`src/rtl/mem_bus_arbiter_pkg.sv`:
```
// Shared definitions for the two-port data-memory arbiter.
//  - FSM state encodings (2 bits)
//  - PRIO_MODE encodings
//  - legal RD_LAT range and the latency-counter helper
package mem_bus_arbiter_pkg;

  typedef enum logic [1:0] {
    MEM_ARB_IDLE = 2'd0,
    MEM_ARB_BUSY = 2'd1,
    MEM_ARB_RESP = 2'd2
  } mem_arb_state_t;

  localparam int MEM_ARB_PRIO_RR = 0;  // round-robin on ties
  localparam int MEM_ARB_PRIO_P0 = 1;  // port 0 always wins ties

  localparam int MEM_ARB_RD_LAT_MIN = 1;
  localparam int MEM_ARB_RD_LAT_MAX = 7;
  localparam int MEM_ARB_CNT_W      = 3;

  // Counter load value: the counter runs RD_LAT-1 .. 0 across the BUSY cycles.
  function automatic logic [MEM_ARB_CNT_W-1:0] mem_arb_cnt_init(input int rd_lat);
    return MEM_ARB_CNT_W'(rd_lat - 1);
  endfunction

endpackage

```
`src/rtl/mem_bus_arbiter_if.sv`:
```
// Requester-side bus of the data-memory arbiter (one instance per port).
//  master : the requester (CPU M-stage or DMA/debug) drives req/addr/wdata/byteen
//  slave  : the arbiter drives gnt/rvalid/rdata
//  req     request, held until gnt
//  addr    byte address
//  wdata   lane-aligned write data
//  byteen  byte enables, nonzero = write, zero = read
//  gnt     1-cycle accept pulse
//  rvalid  1-cycle completion pulse
//  rdata   read data while rvalid, 0 otherwise
interface mem_bus_arbiter_if;
  logic        req;
  logic [31:0] addr;
  logic [31:0] wdata;
  logic [3:0]  byteen;
  logic        gnt;
  logic        rvalid;
  logic [31:0] rdata;

  modport master (output req, addr, wdata, byteen, input gnt, rvalid, rdata);
  modport slave  (input req, addr, wdata, byteen, output gnt, rvalid, rdata);
endinterface

```
`src/rtl/mem_bus_arbiter_picker.sv`:
```
// mem_arb_picker: combinational 2-way winner selection.
//  req0/req1  pending requests
//  last       last-grant pointer (0 = port 0 won last, 1 = port 1 won last)
//  prio_mode  1 = port 0 wins every tie, 0 = round-robin on ties
//  gnt0/gnt1  one-hot (or zero) winner
module mem_arb_picker (
  input  logic req0,
  input  logic req1,
  input  logic last,
  input  logic prio_mode,
  output logic gnt0,
  output logic gnt1
);

  // Port 0 wins when alone, in fixed-priority mode, or when port 1 had the last grant.
  assign gnt0 = req0 & (~req1 | prio_mode | last);
  assign gnt1 = req1 & ~gnt0;

endmodule

```
`src/rtl/mem_bus_arbiter.sv`:
```
// mem_bus_arbiter: shares the single data-memory port between port 0 (CPU
// load/store) and port 1 (DMA/debug). One transaction at a time:
// IDLE (arbitrate, gnt) -> BUSY (RD_LAT cycles on memory) -> RESP (rvalid).
//  clk, reset      clock; synchronous active-high reset
//  p0, p1          requester buses (slave side)
//  mem_addr        address, held for every BUSY cycle
//  mem_wdata       write data, first BUSY cycle only
//  mem_byteen      write strobes, first BUSY cycle only
//  mem_rd          read strobe, first BUSY cycle only
//  mem_rdata       read data, sampled in the last BUSY cycle
// Optional macro MEM_ARB_PERF_EN adds perf_gnt0/perf_gnt1/perf_wait counters.
module mem_bus_arbiter
  import mem_bus_arbiter_pkg::*;
#(
  parameter int RD_LAT    = 1,  // legal 1..7
  parameter int PRIO_MODE = 0
) (
  input  logic               clk,
  input  logic               reset,
  mem_bus_arbiter_if.slave   p0,
  mem_bus_arbiter_if.slave   p1,
  output logic [31:0]        mem_addr,
  output logic [31:0]        mem_wdata,
  output logic [3:0]         mem_byteen,
  output logic               mem_rd,
  input  logic [31:0]        mem_rdata
`ifdef MEM_ARB_PERF_EN
  ,
  output logic [31:0]        perf_gnt0,
  output logic [31:0]        perf_gnt1,
  output logic [31:0]        perf_wait
`endif
);

  // Out-of-range latencies are clamped rather than producing a broken counter.
  localparam int RD_LAT_C = (RD_LAT < MEM_ARB_RD_LAT_MIN) ? MEM_ARB_RD_LAT_MIN :
                            (RD_LAT > MEM_ARB_RD_LAT_MAX) ? MEM_ARB_RD_LAT_MAX : RD_LAT;
  localparam logic [MEM_ARB_CNT_W-1:0] CNT_INIT = mem_arb_cnt_init(RD_LAT_C);

  mem_arb_state_t           state_reg, state_next;
  logic [MEM_ARB_CNT_W-1:0] cnt_reg, cnt_next;
  logic [31:0]              addr_reg, addr_next;
  logic [31:0]              wdata_reg, wdata_next;
  logic [31:0]              rdata_reg, rdata_next;
  logic [3:0]               byteen_reg, byteen_next;
  logic                     owner_reg, owner_next;
  logic                     last_reg, last_next;

  logic pick0, pick1, gnt0, gnt1;
  logic busy, first_busy, resp;

  mem_arb_picker u_picker (
    .req0      (p0.req),
    .req1      (p1.req),
    .last      (last_reg),
    .prio_mode (PRIO_MODE == MEM_ARB_PRIO_P0),
    .gnt0      (pick0),
    .gnt1      (pick1)
  );

  // Grants exist only in IDLE; masking with reset keeps a grant from being
  // signalled in a cycle whose latch is about to be discarded.
  assign gnt0 = (state_reg == MEM_ARB_IDLE) & pick0 & ~reset;
  assign gnt1 = (state_reg == MEM_ARB_IDLE) & pick1 & ~reset;

  always_comb begin
    state_next  = state_reg;
    cnt_next    = cnt_reg;
    addr_next   = addr_reg;
    wdata_next  = wdata_reg;
    rdata_next  = rdata_reg;
    byteen_next = byteen_reg;
    owner_next  = owner_reg;
    last_next   = last_reg;
    case (state_reg)
      MEM_ARB_IDLE: begin
        if (gnt0 | gnt1) begin
          addr_next   = gnt1 ? p1.addr   : p0.addr;
          wdata_next  = gnt1 ? p1.wdata  : p0.wdata;
          byteen_next = gnt1 ? p1.byteen : p0.byteen;
          owner_next  = gnt1;
          last_next   = gnt1;
          cnt_next    = CNT_INIT;
          state_next  = MEM_ARB_BUSY;
        end
      end
      MEM_ARB_BUSY: begin
        if (cnt_reg == '0) begin
          rdata_next = (byteen_reg == 4'd0) ? mem_rdata : 32'd0;
          state_next = MEM_ARB_RESP;
        end else begin
          cnt_next = cnt_reg - 1'b1;
        end
      end
      MEM_ARB_RESP: state_next = MEM_ARB_IDLE;
      default:      state_next = MEM_ARB_IDLE;
    endcase
  end

  always_ff @(posedge clk) begin
    if (reset) begin
      state_reg  <= MEM_ARB_IDLE;
      cnt_reg    <= '0;
      addr_reg   <= '0;
      wdata_reg  <= '0;
      rdata_reg  <= '0;
      byteen_reg <= '0;
      owner_reg  <= 1'b0;
      last_reg   <= 1'b1;  // port 0 wins the first tie
    end else begin
      state_reg  <= state_next;
      cnt_reg    <= cnt_next;
      addr_reg   <= addr_next;
      wdata_reg  <= wdata_next;
      rdata_reg  <= rdata_next;
      byteen_reg <= byteen_next;
      owner_reg  <= owner_next;
      last_reg   <= last_next;
    end
  end

  // The counter still holds its load value only in the first BUSY cycle.
  assign busy       = (state_reg == MEM_ARB_BUSY);
  assign first_busy = busy & (cnt_reg == CNT_INIT);
  assign resp       = (state_reg == MEM_ARB_RESP);

  assign mem_addr   = busy ? addr_reg : 32'd0;
  assign mem_wdata  = first_busy ? wdata_reg : 32'd0;
  assign mem_byteen = first_busy ? byteen_reg : 4'd0;
  assign mem_rd     = first_busy & (byteen_reg == 4'd0);

  assign p0.gnt    = gnt0;
  assign p1.gnt    = gnt1;
  assign p0.rvalid = resp & ~owner_reg;
  assign p1.rvalid = resp & owner_reg;
  assign p0.rdata  = (resp & ~owner_reg) ? rdata_reg : 32'd0;
  assign p1.rdata  = (resp & owner_reg) ? rdata_reg : 32'd0;

`ifdef MEM_ARB_PERF_EN
  logic [31:0] perf_gnt0_reg, perf_gnt1_reg, perf_wait_reg;

  always_ff @(posedge clk) begin
    if (reset) begin
      perf_gnt0_reg <= '0;
      perf_gnt1_reg <= '0;
      perf_wait_reg <= '0;
    end else begin
      if (gnt0) perf_gnt0_reg <= perf_gnt0_reg + 32'd1;
      if (gnt1) perf_gnt1_reg <= perf_gnt1_reg + 32'd1;
      // One count per stalled cycle, however many ports are waiting.
      if ((p0.req | p1.req) & ~(gnt0 | gnt1)) perf_wait_reg <= perf_wait_reg + 32'd1;
    end
  end

  assign perf_gnt0 = perf_gnt0_reg;
  assign perf_gnt1 = perf_gnt1_reg;
  assign perf_wait = perf_wait_reg;
`endif

endmodule

```
`src/flat_wrapper.sv`:
```
// flat-port wrapper written by rule: the top's interface ports become plain ports
module mem_bus_arbiter_flat import mem_bus_arbiter_pkg::*;
#(
  parameter int RD_LAT    = 1,               
  parameter int PRIO_MODE = 0
)
  (clk, reset, mem_addr, mem_wdata, mem_byteen, mem_rd, mem_rdata, p0_req, p0_addr, p0_wdata, p0_byteen, p0_gnt, p0_rvalid, p0_rdata, p1_req, p1_addr, p1_wdata, p1_byteen, p1_gnt, p1_rvalid, p1_rdata);
  mem_bus_arbiter_if p0_i ();
  mem_bus_arbiter_if p1_i ();
  input  logic clk;
  input  logic reset;
  output logic [31:0] mem_addr;
  output logic [31:0] mem_wdata;
  output logic [3:0] mem_byteen;
  output logic mem_rd;
  input  logic [31:0] mem_rdata;
  input wire logic [$bits(p0_i.req)-1:0] p0_req;
  input wire logic [$bits(p0_i.addr)-1:0] p0_addr;
  input wire logic [$bits(p0_i.wdata)-1:0] p0_wdata;
  input wire logic [$bits(p0_i.byteen)-1:0] p0_byteen;
  output wire logic [$bits(p0_i.gnt)-1:0] p0_gnt;
  output wire logic [$bits(p0_i.rvalid)-1:0] p0_rvalid;
  output wire logic [$bits(p0_i.rdata)-1:0] p0_rdata;
  input wire logic [$bits(p1_i.req)-1:0] p1_req;
  input wire logic [$bits(p1_i.addr)-1:0] p1_addr;
  input wire logic [$bits(p1_i.wdata)-1:0] p1_wdata;
  input wire logic [$bits(p1_i.byteen)-1:0] p1_byteen;
  output wire logic [$bits(p1_i.gnt)-1:0] p1_gnt;
  output wire logic [$bits(p1_i.rvalid)-1:0] p1_rvalid;
  output wire logic [$bits(p1_i.rdata)-1:0] p1_rdata;
  assign p0_i.req = p0_req;
  assign p0_i.addr = p0_addr;
  assign p0_i.wdata = p0_wdata;
  assign p0_i.byteen = p0_byteen;
  assign p0_gnt = p0_i.gnt;
  assign p0_rvalid = p0_i.rvalid;
  assign p0_rdata = p0_i.rdata;
  assign p1_i.req = p1_req;
  assign p1_i.addr = p1_addr;
  assign p1_i.wdata = p1_wdata;
  assign p1_i.byteen = p1_byteen;
  assign p1_gnt = p1_i.gnt;
  assign p1_rvalid = p1_i.rvalid;
  assign p1_rdata = p1_i.rdata;
  mem_bus_arbiter #(.RD_LAT(RD_LAT), .PRIO_MODE(PRIO_MODE)) u_core (.clk(clk), .reset(reset), .p0(p0_i), .p1(p1_i), .mem_addr(mem_addr), .mem_wdata(mem_wdata), .mem_byteen(mem_byteen), .mem_rd(mem_rd), .mem_rdata(mem_rdata));
endmodule
```
`config.mk`:
```
export PLATFORM = sky130hd
export DESIGN_NAME = mem_bus_arbiter_flat
export DESIGN_NICKNAME = d
export VERILOG_FILES = /design/src/rtl/mem_bus_arbiter_pkg.sv /design/src/rtl/mem_bus_arbiter_if.sv /design/src/rtl/mem_bus_arbiter_picker.sv /design/src/rtl/mem_bus_arbiter.sv /design/src/flat_wrapper.sv
export SDC_FILE = /design/constraint.sdc
export NUM_CORES = 1
export LEC_CHECK = 0
export ABC_AREA = 0
export CAP_MARGIN = 15
export CELL_PAD_IN_SITES_DETAIL_PLACEMENT = 1
export CELL_PAD_IN_SITES_GLOBAL_PLACEMENT = 1
export CORE_MARGIN = 4
export CORE_UTILIZATION = 29
export CTS_CLUSTER_DIAMETER = 80
export DETAILED_ROUTE_END_ITERATION = 8
export HOLD_SLACK_MARGIN = 0.12
export PLACE_DENSITY = 0.9
export SKIP_LAST_GASP = 1
export SLEW_MARGIN = 10
export SYNTH_ARGS = -nofsm -noshare
export SYNTH_HDL_FRONTEND = slang
export SYNTH_SLANG_ARGS = --single-unit
export TNS_END_PERCENT = 10
```
`constraint.sdc`:
```
create_clock -name clk -period 3.4 [get_ports clk]
set_clock_uncertainty 0.2 [all_clocks]
set_input_delay 0.68 -clock clk [delete_from_list [all_inputs] [get_ports clk]]
set_output_delay 0.68 -clock clk [all_outputs]
set_load 0.01 [all_outputs]
```
==> impl_metrics.json <==
{
  "status": "complete, no violations",
  "hp-class": "reg2reg",
  "yosysTopAreaCell": "dfxtp_1",
  "grt_usage": 0.208,
  "ys_types": 33,
  "place_ws_ns": 0.103,
  "syn_nets": 896,
  "met3_usage": 0.0677,
  "design_area_sq_um": 9190,
  "synth_warnings": 0,
  "slew_headroom": 0.429,
  "cellInternalPower_mw": 2.27,
  "pwr-share-seq": 0.451,
  "dr.pass1.iters": 4,
  "grt_pass1_wl_um": 36500,
  "syn_to_final_growth_pct": 62.3,
  "met2_usage": 0.354,
  "dp_hpwl_um": 16700,
  "dp.cells": 1233,
  "tightestPinTransition_ns": 0.857,
  "end_kind": "output port",
  "p_sw_frac": 0.281,
  "clkTransAtPathRegs_ns": 0.06,
  "coreArea_sq_um": 19000,
  "synth_top_area_frac": 0.378,
  "gp_congestion": 0.778,
  "rsz0062_at_grt": "no",
  "report.power.total_mw": 3.15,
  "yosysSeqAreaShare": 0.378,
  "yosys_most_used_dff": "dfxtp_1",
  "drc_errors": 0,
  "setup_ws_ns": 0.0915,
  "antenna_left": 0,
  "grt_pass1_vias": 6617,
  "ir_drop_mv": 0.211,
  "grt_overflow": 0,
  "power_frac_clock": 0.325,
  "synth_area_leaders": "dfxtp_1 (38%), and2_1 (15%), a21oi_1 (8.9%)",
  "layout.cells.non_filler": 1249,
  "power.switching_mw": 0.886,
  "crit_fanout": 4,
  "finalSetupTns_ns": 0,
  "cp.required_ns": 2.52,
  "syn_area_per_cell_sq_um": 7.84,
  "period_share": 0.973,
  "die_h_um": 148,
  "max_cap_violations": 0,
  "fin_util": 0.485,
  "finalNetCount": 1159,
  "timing.rr.end": "u_core.wdata_reg[17]",
  "max_freq_mhz": 302,
  "initial_core_util": 0.299,
  "holdWs_ns": 0.269,
  "antenna_found_initial": 0,
  "io_buffers": 308,
  "seq_area_sq_um": 2140,
  "slew_viol_final": 0,
  "h-tree-depth": 3,
  "clk_path_buf_depth": 2,
  "fillers": 2232,
  "synthTopCellsByCount": "and2_1 (133), dfxtp_1 (107), a21oi_1 (101)",
  "async_flop_share": 0,
  "arrival_ns": 2.43,
  "whs_endpoint": "u_core.rdata_reg[12]",
  "cts_buffers": 9,
  "dieArea_sq_um": 21800,
  "multiInputGateArea_sq_um": 2910,
  "combPwrFrac": 0.224,
  "worstHoldStart": "u_core.rdata_reg[12]",
  "power_leakage_nw": 3.41,
  "syn_area_sq_um": 5660,
  "critPathKind": "in2out",
  "drtIter0Drc": 276,
  "cts_tree": "built",
  "report.final.hold_viol_count": 0,
  "setup_viol": 0,
  "ios": 309,
  "power.density_cell_area_nw_per_um2": 343,
  "grt_util_met1": 0.246,
  "synth_enable_flop_cells": 0,
  "yosysMostFrequentCell": "and2_1",
  "fp.dieW_um": 148,
  "grt_max_degree": 71,
  "clock_latency_ns": 0.35,
  "finalWirelength_um": 23400,
  "syn_inst": 722,
  "antenna_cells": 0,
  "wl_per_cell_um": 18.7,
  "drive_gt1_frac": 0.0546,
  "rr_startpoint": "u_core.state_reg[1]",
  "fin_crit_ns": 3.31,
  "vias_per_cell": 5.06,
  "reg2reg_depth": 4,
  "worst_setup_path_start_kind": "input pin",
  "rows": 50,
  "whs_path_depth": 2,
  "reg2reg_slack_ns": 0.88,
  "ys_seq_elements": 107,
  "busiest_layer": "met2",
  "clkSinkCount": 107,
  "num_vias": 6314,
  "cts-root-buf": "clkbuf_16",
  "place_area_sq_um": 8890
}
==> layout make-up <==
cell class / instances / area share
clock buffer: 12 / 0.0279
sequential: 107 / 0.233
inverter: 73 / 0.0298
tap: 260 / 0.0354
timing repair buffer: 327 / 0.355
multi-input combinational: 467 / 0.316
clock inverter: 3 / 0.00259
==> placed cells by master (no fill, tap or decap), types with 2 or more instances in the layout <==
cell / Yosys / final
a211oi_1: 2 / 2
clkbuf_8: 0 / 2
nor3_1: 70 / 69
a2111oi_0: 45 / 45
clkdlybuf4s50_1: 0 / 307
nand3_1: 32 / 32
buf_4: 11 / 17
nand2_1: 33 / 33
dfxtp_1: 107 / 107
inv_1: 72 / 72
and2_1: 133 / 133
ha_1: 2 / 2
clkbuf_16: 0 / 9
nor2_1: 8 / 8
buf_12: 0 / 3
a21oi_1: 101 / 101
a2111oi_2: 9 / 9
a2111oi_1: 14 / 14
nor4b_1: 2 / 2
clkinvlp_4: 0 / 2
==> layer usage <==
layer,routed length [um],part of all wire
met5,0,0
met4,581,0.025
met3,2160,0.092
met2,11100,0.47
met1,9570,0.41
==> worst max-delay path: stages <==
cell and delay [ns]:
clkdlybuf4s50_1 0.52, or3b_1 0.43, nor3b_4 0.22, clkdlybuf4s50_1 0.57
==> repair_timing <==
action                                  4_1_cts  5_1_grt
resized for setup                             1        0
endpoints found under the setup margin       20       21
setup buffers                                 0        1
hold buffers                                  0        0
==> worst max-delay path by stage <==
| stage | depth (start not counted) | slack (ns) | start | endpoint |
|---|---|---|---|---|
| final | 4 | 0.09 | p1_req | p1_gnt |
| after global routing | 5 | 0.03 | u_core.state_reg[1] | p0_rdata[25] |
| after CTS | 7 | 0.009 | u_core.cnt_reg[0] | mem_wdata[23] |
| after detailed placement | 4 | 0.10 | p1_req | p1_gnt |
| after global placement | 4 | 0.14 | p1_req | p1_gnt |
| after floorplan | 4 | 0.88 | p1_req | p1_gnt |
==> power groups by stage <==
stage	Sequential, mW	Clock, mW	Combinational [mW]
after floorplan	1.42	0	0.354
after global placement	1.44	0	0.689
after detailed placement	1.45	0	0.706
after CTS	1.42	1.05	0.709
after global routing	1.43	1.09	0.774
final	1.42	1.02	0.707
==> logic make-up after synthesis <==
logic type | after synthesis | synth area share
fa+ha+maj | 2 | 0.00442
flops | 107 | 0.378
simple gates | 290 | 0.285
compound gates | 175 | 0.216
buf+inv | 148 | 0.116
Power figures use the tool's default switching activity.
